File: config.mk
export PLATFORM = sky130hd
export DESIGN_NAME = seg_display_scheduler
export DESIGN_NICKNAME = d
export VERILOG_FILES = /design/src/rtl/seg_display_scheduler.sv
export SDC_FILE = /design/constraint.sdc
export NUM_CORES = 1
export LEC_CHECK = 0
export BUFFER_PORTS_ARGS = -buffer_cell sky130_fd_sc_hd__buf_2
export CAP_MARGIN = 20
export CORE_MARGIN = 1
export CORE_UTILIZATION = 40
export CTS_CLUSTER_SIZE = 12
export DETAILED_ROUTE_END_ITERATION = 10
export PLACE_DENSITY = 0.74
export SLEW_MARGIN = 30
export SYNTH_ARGS = -nofsm -noshare
export SYNTH_HDL_FRONTEND = slang
export SYNTH_SLANG_ARGS = --single-unit
File: constraint.sdc
create_clock -name clk -period 4.3 [get_ports clk]
set_clock_uncertainty 0.1 [all_clocks]
set_input_delay 0.215 -clock clk [delete_from_list [all_inputs] [get_ports clk]]
set_output_delay 0.215 -clock clk [all_outputs]
set_load 0.03 [all_outputs]
File: src/rtl/seg_display_scheduler.sv
// Round-robin scheduler sharing the 8-digit display between requesters.
// Source 0 may preempt a running hold; grants latch data onto output_data.
module seg_display_scheduler #(
   parameter int unsigned N_SRC       = 4,
   parameter int unsigned HOLD_CYCLES = 50_000_000,
   parameter logic [31:0] IDLE_VALUE  = 32'h0000_0000
) (
   input  logic                   clk,
   input  logic                   rst,
   input  logic [N_SRC-1:0]       req,
   input  logic [32*N_SRC-1:0]    data,
   output logic [N_SRC-1:0]       ack,
   output logic [31:0]            output_data,
   output logic [2:0]             cur_src,
   output logic                   busy
);

   localparam int unsigned CW = $clog2(HOLD_CYCLES + 1);
   localparam int unsigned LW = $clog2(N_SRC);
   localparam logic [CW-1:0] CNT_LOAD = CW'(HOLD_CYCLES - 1);
   localparam logic [LW-1:0] LAST_RST = LW'(N_SRC - 1);
   localparam logic [N_SRC-1:0] ONE_HOT0 = N_SRC'(1);

   typedef enum logic {
      IDLE,
      SHOW
   } state_t;

   state_t             state_q, state_d;
   logic [31:0]        out_q, out_d;
   logic [2:0]         cur_q, cur_d;
   logic [LW-1:0]      last_q, last_d;
   logic [CW-1:0]      cnt_q, cnt_d;
   logic [N_SRC-1:0]   ack_q, ack_d;
   logic               busy_q, busy_d;

   logic [N_SRC-1:0]   elig;
   logic [LW-1:0]      pick_idx;
   logic               pick_ok;
   logic [LW-1:0]      gidx;
   logic               gnt;

   assign elig = req & ~ack_q;

   // Round-robin search: nearest eligible index after last; later
   // iterations have smaller offsets and so win.
   always_comb begin
      pick_idx = '0;
      pick_ok  = 1'b0;
      for (int unsigned k = N_SRC; k >= 1; k--) begin
         if (elig[(32'(last_q) + k) % N_SRC]) begin
            pick_idx = LW'((32'(last_q) + k) % N_SRC);
            pick_ok  = 1'b1;
         end
      end
   end

   // Next-state: grant, preempt, count down the hold or fall back to IDLE.
   always_comb begin
      state_d = state_q;
      out_d   = out_q;
      cur_d   = cur_q;
      last_d  = last_q;
      cnt_d   = cnt_q;
      busy_d  = busy_q;
      ack_d   = '0;
      gnt     = 1'b0;
      gidx    = pick_idx;
      unique case (state_q)
         IDLE: gnt = pick_ok;
         SHOW: begin
            if (cnt_q != '0) begin
               if (elig[0] && cur_q != 3'd0) begin
                  gnt  = 1'b1;
                  gidx = '0;
               end else begin
                  cnt_d = cnt_q - 1'b1;
               end
            end else if (pick_ok) begin
               gnt = 1'b1;
            end else begin
               state_d = IDLE;
               busy_d  = 1'b0;
            end
         end
         default: ;
      endcase
      if (gnt) begin
         ack_d   = ONE_HOT0 << gidx;
         out_d   = data[32*gidx +: 32];
         cur_d   = 3'(gidx);
         last_d  = gidx;
         cnt_d   = CNT_LOAD;
         state_d = SHOW;
         busy_d  = 1'b1;
      end
   end

   // State and output registers; reset drops any pending grant.
   always_ff @(posedge clk or negedge rst) begin
      if (!rst) begin
         state_q <= IDLE;
         out_q   <= IDLE_VALUE;
         cur_q   <= 3'd0;
         last_q  <= LAST_RST;
         cnt_q   <= '0;
         ack_q   <= '0;
         busy_q  <= 1'b0;
      end else begin
         state_q <= state_d;
         out_q   <= out_d;
         cur_q   <= cur_d;
         last_q  <= last_d;
         cnt_q   <= cnt_d;
         ack_q   <= ack_d;
         busy_q  <= busy_d;
      end
   end

   assign ack         = ack_q;
   assign output_data = out_q;
   assign cur_src     = cur_q;
   assign busy        = busy_q;

endmodule

==> results.ini, run 1 <==
[critical_path]
cpLargestDelayFamily = simple AND/OR/NAND/NOR gates
worstPathBufferInverterCount = 1
arrival_ns = 3.73
critPathKind = reg -> reg
rrSetupSlack_ns = 0.71
start_kind = flop
cpPeakStageDelay_ns = 0.65
endpoint_kind = flop
required_ns = 4.44
cp_slowest_cell = or4_1
path_max_fanout = 22
crit_chain = or4_1, or4_4, o41a_1, a21oi_2, buf_4, nor2_2, a221oi_1

[timing]
hold_violations = 0
period_share = 0.836
tightest_slew_ns = 0.954
finalMaxSlewViolations = 0
period_needed_ns = 3.59
rsz0062_at_grt = false
tns_ns = 0
relSlewSlack = 0.364
fmax_ghz = 0.278
setup_violations = 0

[global_routing]
grt_pass1_wl_um = 16900
overflow = 0
grt_max_degree = 44
grt_pass1_vias = 3645
grt_antenna_before_repair = 0
grt_usage = 0.211

[run]
drv_cap = 0

[power_and_ir_drop]
net-switching-power_uw = 1220
power.internal_uw = 1640
sequentialPowerShare = 0.327
ir_drop_uv = 257
power_density_nw_per_um2 = 552
p_clk_frac = 0.199
power.share.switching = 0.427
p_leak_uw = 0.00249
combPwrFrac = 0.474

[synthesis]
ys.flop_type = dfrtp_1
synthMuxAreaShare = 0.118
ys_warn_count = 0
yosysUniqueCellTypes = 49
synth_compound_gate_area_share = 0.228
synth_xor_area_frac = 0.0402
synth.avg_cell_area_sq_um = 9.72
synthesis.area_sq_um = 3930
postSynthCellCount = 404
syn_nets = 539
synth_edf_count = 0
synth-async-reset-ratio = 1.00
yosys.area_share.simple = 0.135
synth-adder-area-share = 0.00319
ys_seq_area_frac = 0.434
synth_top_family_by_area = compound AO/OA/AOI/OAI gates
synth_seq_cells = 68

[floorplan]
num_rows = 35
pin_count = 174
initial_core_util = 0.419
design.die.area_sq_um = 10200
die_w_um = 101
die_y_um = 101
coreArea_sq_um = 9370

[clock_tree]
h-tree-depth = 3
clk_pin_slew_ns = 0.07
cts_sinks = 68
clk_latency_ns = 0.34
cts_tree = yes
cts_buffers = 9
clock_path_buffers = 2
cts_root_buffer = clkbuf_8
cts_setup_buffers = 0

[drt]
wl_met1_um = 4710
met2_wirelength_um = 5370
top_layer_used = met4
drtAntennaViolNets = 0
met3_length_um = 503
routedWlPerCell_um = 15.2
wl_um = 10700
route.vias.total = 3724
drc = 0
firstDrtPassIters = 4
drt_iter0_markers = 160
viasPerCell = 5.29

[placement]
io_buffers = 172
gp_congestion = 0.821
hpwlAfterDp_um = 7880

[final_layout]
final_common_cell = buf_2
antenna_cells = 0
final_cell_mix = buf_2, dfrtp_1, mux2i_1, nand2_1, nor2_1
syn2layout_area_growth_pct = 31.9
final_util = 0.553
drive_gt1_frac = 0.386
fin_nets = 705

[hold_path]
hold_class = in -> reg

[status]
status = completed

## cells in the mapped netlist, types with 4 or more instances
master    count  area share
clkbuf_1     15       0.014
xnor2_1       8       0.018
or3_1         7       0.011
buf_2         9       0.011
o21ai_1      19       0.024
nand2b_1      5      0.0080
nor4_1        4      0.0064
o21ai_0      13       0.017
o22ai_1      23       0.037
mux2i_1      45        0.11
inv_1         7      0.0067
nor2_1       31       0.030
xor2_1       10       0.022
nand3_1       7      0.0089
o211ai_1      8       0.015
a211oi_1      4      0.0076
a221oi_2      9       0.034
nand2_1      35       0.033
a21o_1       22       0.042
dfrtp_1      66        0.42
nor3_1       11       0.014
## tightest hold or removal path, delay by kind of cell
family	cells	cell delay, ns
AOI/OAI and AO/OA	2	0.15
buffers and inverters	1	0.08
## registers in the layout, summed over array words and instances (netlist names)
register,count
ack,4
busy,1
cnt_q,26
cur_src,2
last_q,2
output_data,32
state_q,1
## power groups by stage
stage,logic [uW],clock network [uW],registers [uW]
after global routing,1470,611,959
after global placement,1320,0,943
after CTS,1360,579,936
after floorplan,637,0,1240
after detailed placement,1360,0,942
final,1360,568,936
## repair_timing
| action | CTS | global route |
|---|---|---|
| gates resized for setup | 0 | 0 |
| endpoints found under the hold margin | 36 | 0 |
| hold buffers | 1 | 0 |
## logic make-up (layout without fill, tap and decap cells)
| logic type | after synthesis | after routing |
|---|---|---|
| xor gates and xnor gates | 18 | 18 |
| muxes | 46 | 46 |
| adders and majority gates | 1 | 1 |
| and+or+nand+nor | 113 | 113 |
| buffers and inverters | 36 | 207 |
| DFF | 68 | 68 |
| other | 1 | 1 |
| AOI/OAI and AO/OA | 121 | 121 |
## cell type report
type | count | area, sq um
clock buffer | 13 | 179
clock inverter | 3 | 42.5
fill | 889 | 4190
inverter | 7 | 26.3
multi-input combinational | 300 | 2110
sequential | 68 | 1700
tap | 129 | 161
timing repair buffer | 184 | 953
## layer usage
metal / vias to the layer above / GRT usage
met1: 1761 / 0.273
met4: 0 / 0.0691
met3: 13 / 0.0312
met2: 134 / 0.361
met5: - / 0
li1: 1816 / -
## stage by stage
step	hold WS, ns	total power (uW)	setup WS [ns]	instance area [sq um]	instances
3_3_place_gp	0.282	2260	0.822	4940	687
2_1_floorplan	-0.181	1880	1.06	3930	404
5_1_grt	0.0383	3040	0.500	5180	704
4_1_cts	0.0379	2880	0.721	5170	704
3_5_place_dp	0.285	2300	0.701	4940	687
6_report	0.0396	2860	0.706	5180	704
## path summary, 6_finish.rpt
path / endpoint / cells past startpoint / from
max: output_data[29] / 7 / cnt_q[15]
min: output_data[20] / 3 / data[20]
max reg2reg: output_data[29] / 7 / cnt_q[15]
min reg2reg: output_data[24] / 2 / output_data[24]
max in group asynchronous: last_q[0] / 3 / rst
min in group asynchronous: cnt_q[22] / 2 / rst
No activity file was read; power rests on OpenSTA's default activity.
==> inputs of run 2 (changes only) <==
--- a/config.mk
+++ b/config.mk
@@ -5,13 +5,14 @@
 export SDC_FILE = /design/constraint.sdc
 export NUM_CORES = 1
 export LEC_CHECK = 0
+export ABC_AREA = 1
 export BUFFER_PORTS_ARGS = -buffer_cell sky130_fd_sc_hd__buf_2
 export CAP_MARGIN = 20
 export CORE_MARGIN = 1
 export CORE_UTILIZATION = 40
 export CTS_CLUSTER_SIZE = 12
 export DETAILED_ROUTE_END_ITERATION = 10
-export PLACE_DENSITY = 0.74
+export PLACE_DENSITY = 0.71
 export SLEW_MARGIN = 30
 export SYNTH_ARGS = -nofsm -noshare
 export SYNTH_HDL_FRONTEND = slang
==> constraint.sdc (replaced) <==
create_clock -name clk -period 3.5 [get_ports clk]
set_clock_uncertainty 0.1 [all_clocks]
set_input_delay 0.175 -clock clk [delete_from_list [all_inputs] [get_ports clk]]
set_output_delay 0.175 -clock clk [all_outputs]
set_load 0.03 [all_outputs]
==> run 2 against run 1 <==
- synthesized area rose by 27%
- critical endpoint is now output_data[25]
- fmax up 27%
- clock power grew 60%
- first-iteration DRC count up 96%
- cell count up 57%
- design area is 20% higher
- largest power group is now the clock network
- clock-buffer cell count decreased by 1
==> results.ini, run 2 <==
[final_layout]
largest_reg_flops = 32
final_cell_mix = nand2_1, buf_2, nand3_1, inv_1, dfrtp_1
drive_gt1_frac = 0.231
fin_nets = 1068
antenna_cells = 0
fillers = 1246
syn2layout_area_growth_pct = 24.6
final_common_cell = nand2_1
final_util = 0.514

[timing]
rsz0062_at_grt = false
tightest_slew_ns = 0.726
setup_violations = 0
period_needed_ns = 2.82
tns_ns = 0
finalMaxSlewViolations = 0
hold_violations = 0
fmax_ghz = 0.355
timing.hold.ws_ns = 0.131
period_share = 0.806
relSlewSlack = 0.514

[drt]
routedWlPerCell_um = 13.2
drtAntennaViolNets = 0
drc = 0
route.vias.total = 5345
wl_um = 14600
drt_iter0_markers = 314
firstDrtPassIters = 5
viasPerCell = 4.83

[synthesis]
yosysMostFrequentCell = nand2_1
synth_edf_count = 0
ys_warn_count = 0
postSynthCellCount = 781
synth_top_area_frac = 0.330
synthesis.area_sq_um = 5000
syn_nets = 916
synth_area_leader_cell = dfrtp_1
synth_seq_cells = 68
ys_seq_area_frac = 0.341
synth-async-reset-ratio = 1.00
ys_top_cells_by_count = nand2_1, nand3_1, inv_1
ys.flop_type = dfrtp_1
yosys-top-cells-area = dfrtp_1, nand2_1, nand3_1
synth.avg_cell_area_sq_um = 6.40
yosysUniqueCellTypes = 31

[clock_tree]
cts_root_buffer = clkbuf_16
clock_path_buffers = 2
cts_setup_buffers = 0
h-tree-depth = 3
clk_latency_ns = 0.33
cts_tree = yes
cts_sinks = 68
clk_pin_slew_ns = 0.06
cts_resized = 0
cts_hold_buf = 1
cts_buffers = 9

[power_and_ir_drop]
p_clk_frac = 0.460
power_density_nw_per_um2 = 316
net-switching-power_uw = 492
p_leak_uw = 0.00366
power.share.switching = 0.250
sequentialPowerShare = 0.399
power.internal_uw = 1480
combPwrFrac = 0.140
ir_drop_uv = 201

[global_routing]
grt_pass1_vias = 4991
grt_max_degree = 66
grt_pass1_wl_um = 24100
overflow = 0
grt_usage = 0.235
grt_antenna_before_repair = 0

[placement]
gp_congestion = 0.867
io_buffers = 172
hpwlAfterDp_um = 10600

[hold_path]
hold_path_depth = 7
min_from = data[11]
hold_class = in -> reg
hold_end = output_data[11]

[floorplan]
pin_count = 174
die_w_um = 114
num_rows = 40
initial_core_util = 0.413
coreArea_sq_um = 12100
design.die.area_sq_um = 13000
die_y_um = 114

[critical_path]
path_max_fanout = 48
critPathKind = reg -> reg
required_ns = 3.62
rr_startpoint = cnt_q[0]
start_kind = flop
arrival_ns = 2.94
rrSetupSlack_ns = 0.68
timing.rr.end = output_data[25]
r2r_cells = 14
endpoint_kind = flop

[status]
status = completed

[run]
drv_cap = 0

## run 2: worst max path at each step
stage	start	endpoint	slack, ns	cells after the start
finish	cnt_q[0]	output_data[25]	0.68	14
global route	cnt_q[0]	output_data[6]	0.40	14
CTS	cnt_q[0]	output_data[25]	0.69	14
detailed placement	cnt_q[0]	output_data[9]	0.71	14
global placement	cnt_q[0]	output_data[9]	0.80	14
floorplan	cnt_q[0]	output_data[10]	1.36	15
## run 2: through the flow
stage | power (uW) | std cells | worst slack, ns | area (sq um)
after floorplan | 967 | 781 | 1.36 | 5000
after global placement | 1080 | 1089 | 0.799 | 5920
after detailed placement | 1080 | 1089 | 0.709 | 5920
after CTS | 1990 | 1106 | 0.693 | 6230
after global routing | 2070 | 1106 | 0.398 | 6230
final | 1970 | 1106 | 0.681 | 6230
## run 2: per-layer routing
layer,vias to the layer above,wire length (um),global-route usage
met5,-,0,0
met4,0,382,0.101
met3,29,905,0.0425
met2,212,6950,0.385
met1,2354,6360,0.306
li1,2750,-,-
## run 2: power by group through the flow
| stage | clock [uW] | combinational [uW] | sequential, uW |
|---|---|---|---|
| finish | 907 | 276 | 787 |
| global route | 965 | 315 | 786 |
| CTS | 925 | 277 | 787 |
| detailed placement | 0 | 275 | 801 |
| global placement | 0 | 275 | 801 |
| floorplan | 0 | 166 | 801 |
## run 2: final cells by class
cell class / count / area, sq um / area share
Inverter: 134 / 503 / 0.0807
Clock inverter: 4 / 50.0 / 0.00803
Timing Repair Buffer: 183 / 958 / 0.154
Sequential cell: 68 / 1700 / 0.273
Clock buffer: 12 / 246 / 0.0396
Tap cell: 168 / 210 / 0.0337
Multi-Input combinational cell: 537 / 2560 / 0.411
## run 2: logic make-up after synthesis
kind of cell    after synthesis  synth area share
simple gates                481             0.440
buf+inv                     176             0.148
flops                        68             0.341
compound gates               42            0.0453
xor+xnor                     12            0.0225
fa+ha+maj                     1           0.00250
other cells                   1          0.000750
## run 2: critical path, cell delays in order, from the launching register on
cell     delay [ns]
dfrtp_1        0.40
inv_1          0.12
ha_1           0.20
nand2_1        0.13
nor2_2         0.19
nand4_1        0.19
nand2_2        0.16
inv_2          0.07
nand2_4        0.20
buf_4          0.48
nand3_1        0.15
nand3_1        0.13
nand2_1        0.06
nand2_1        0.05
nand2_1        0.06
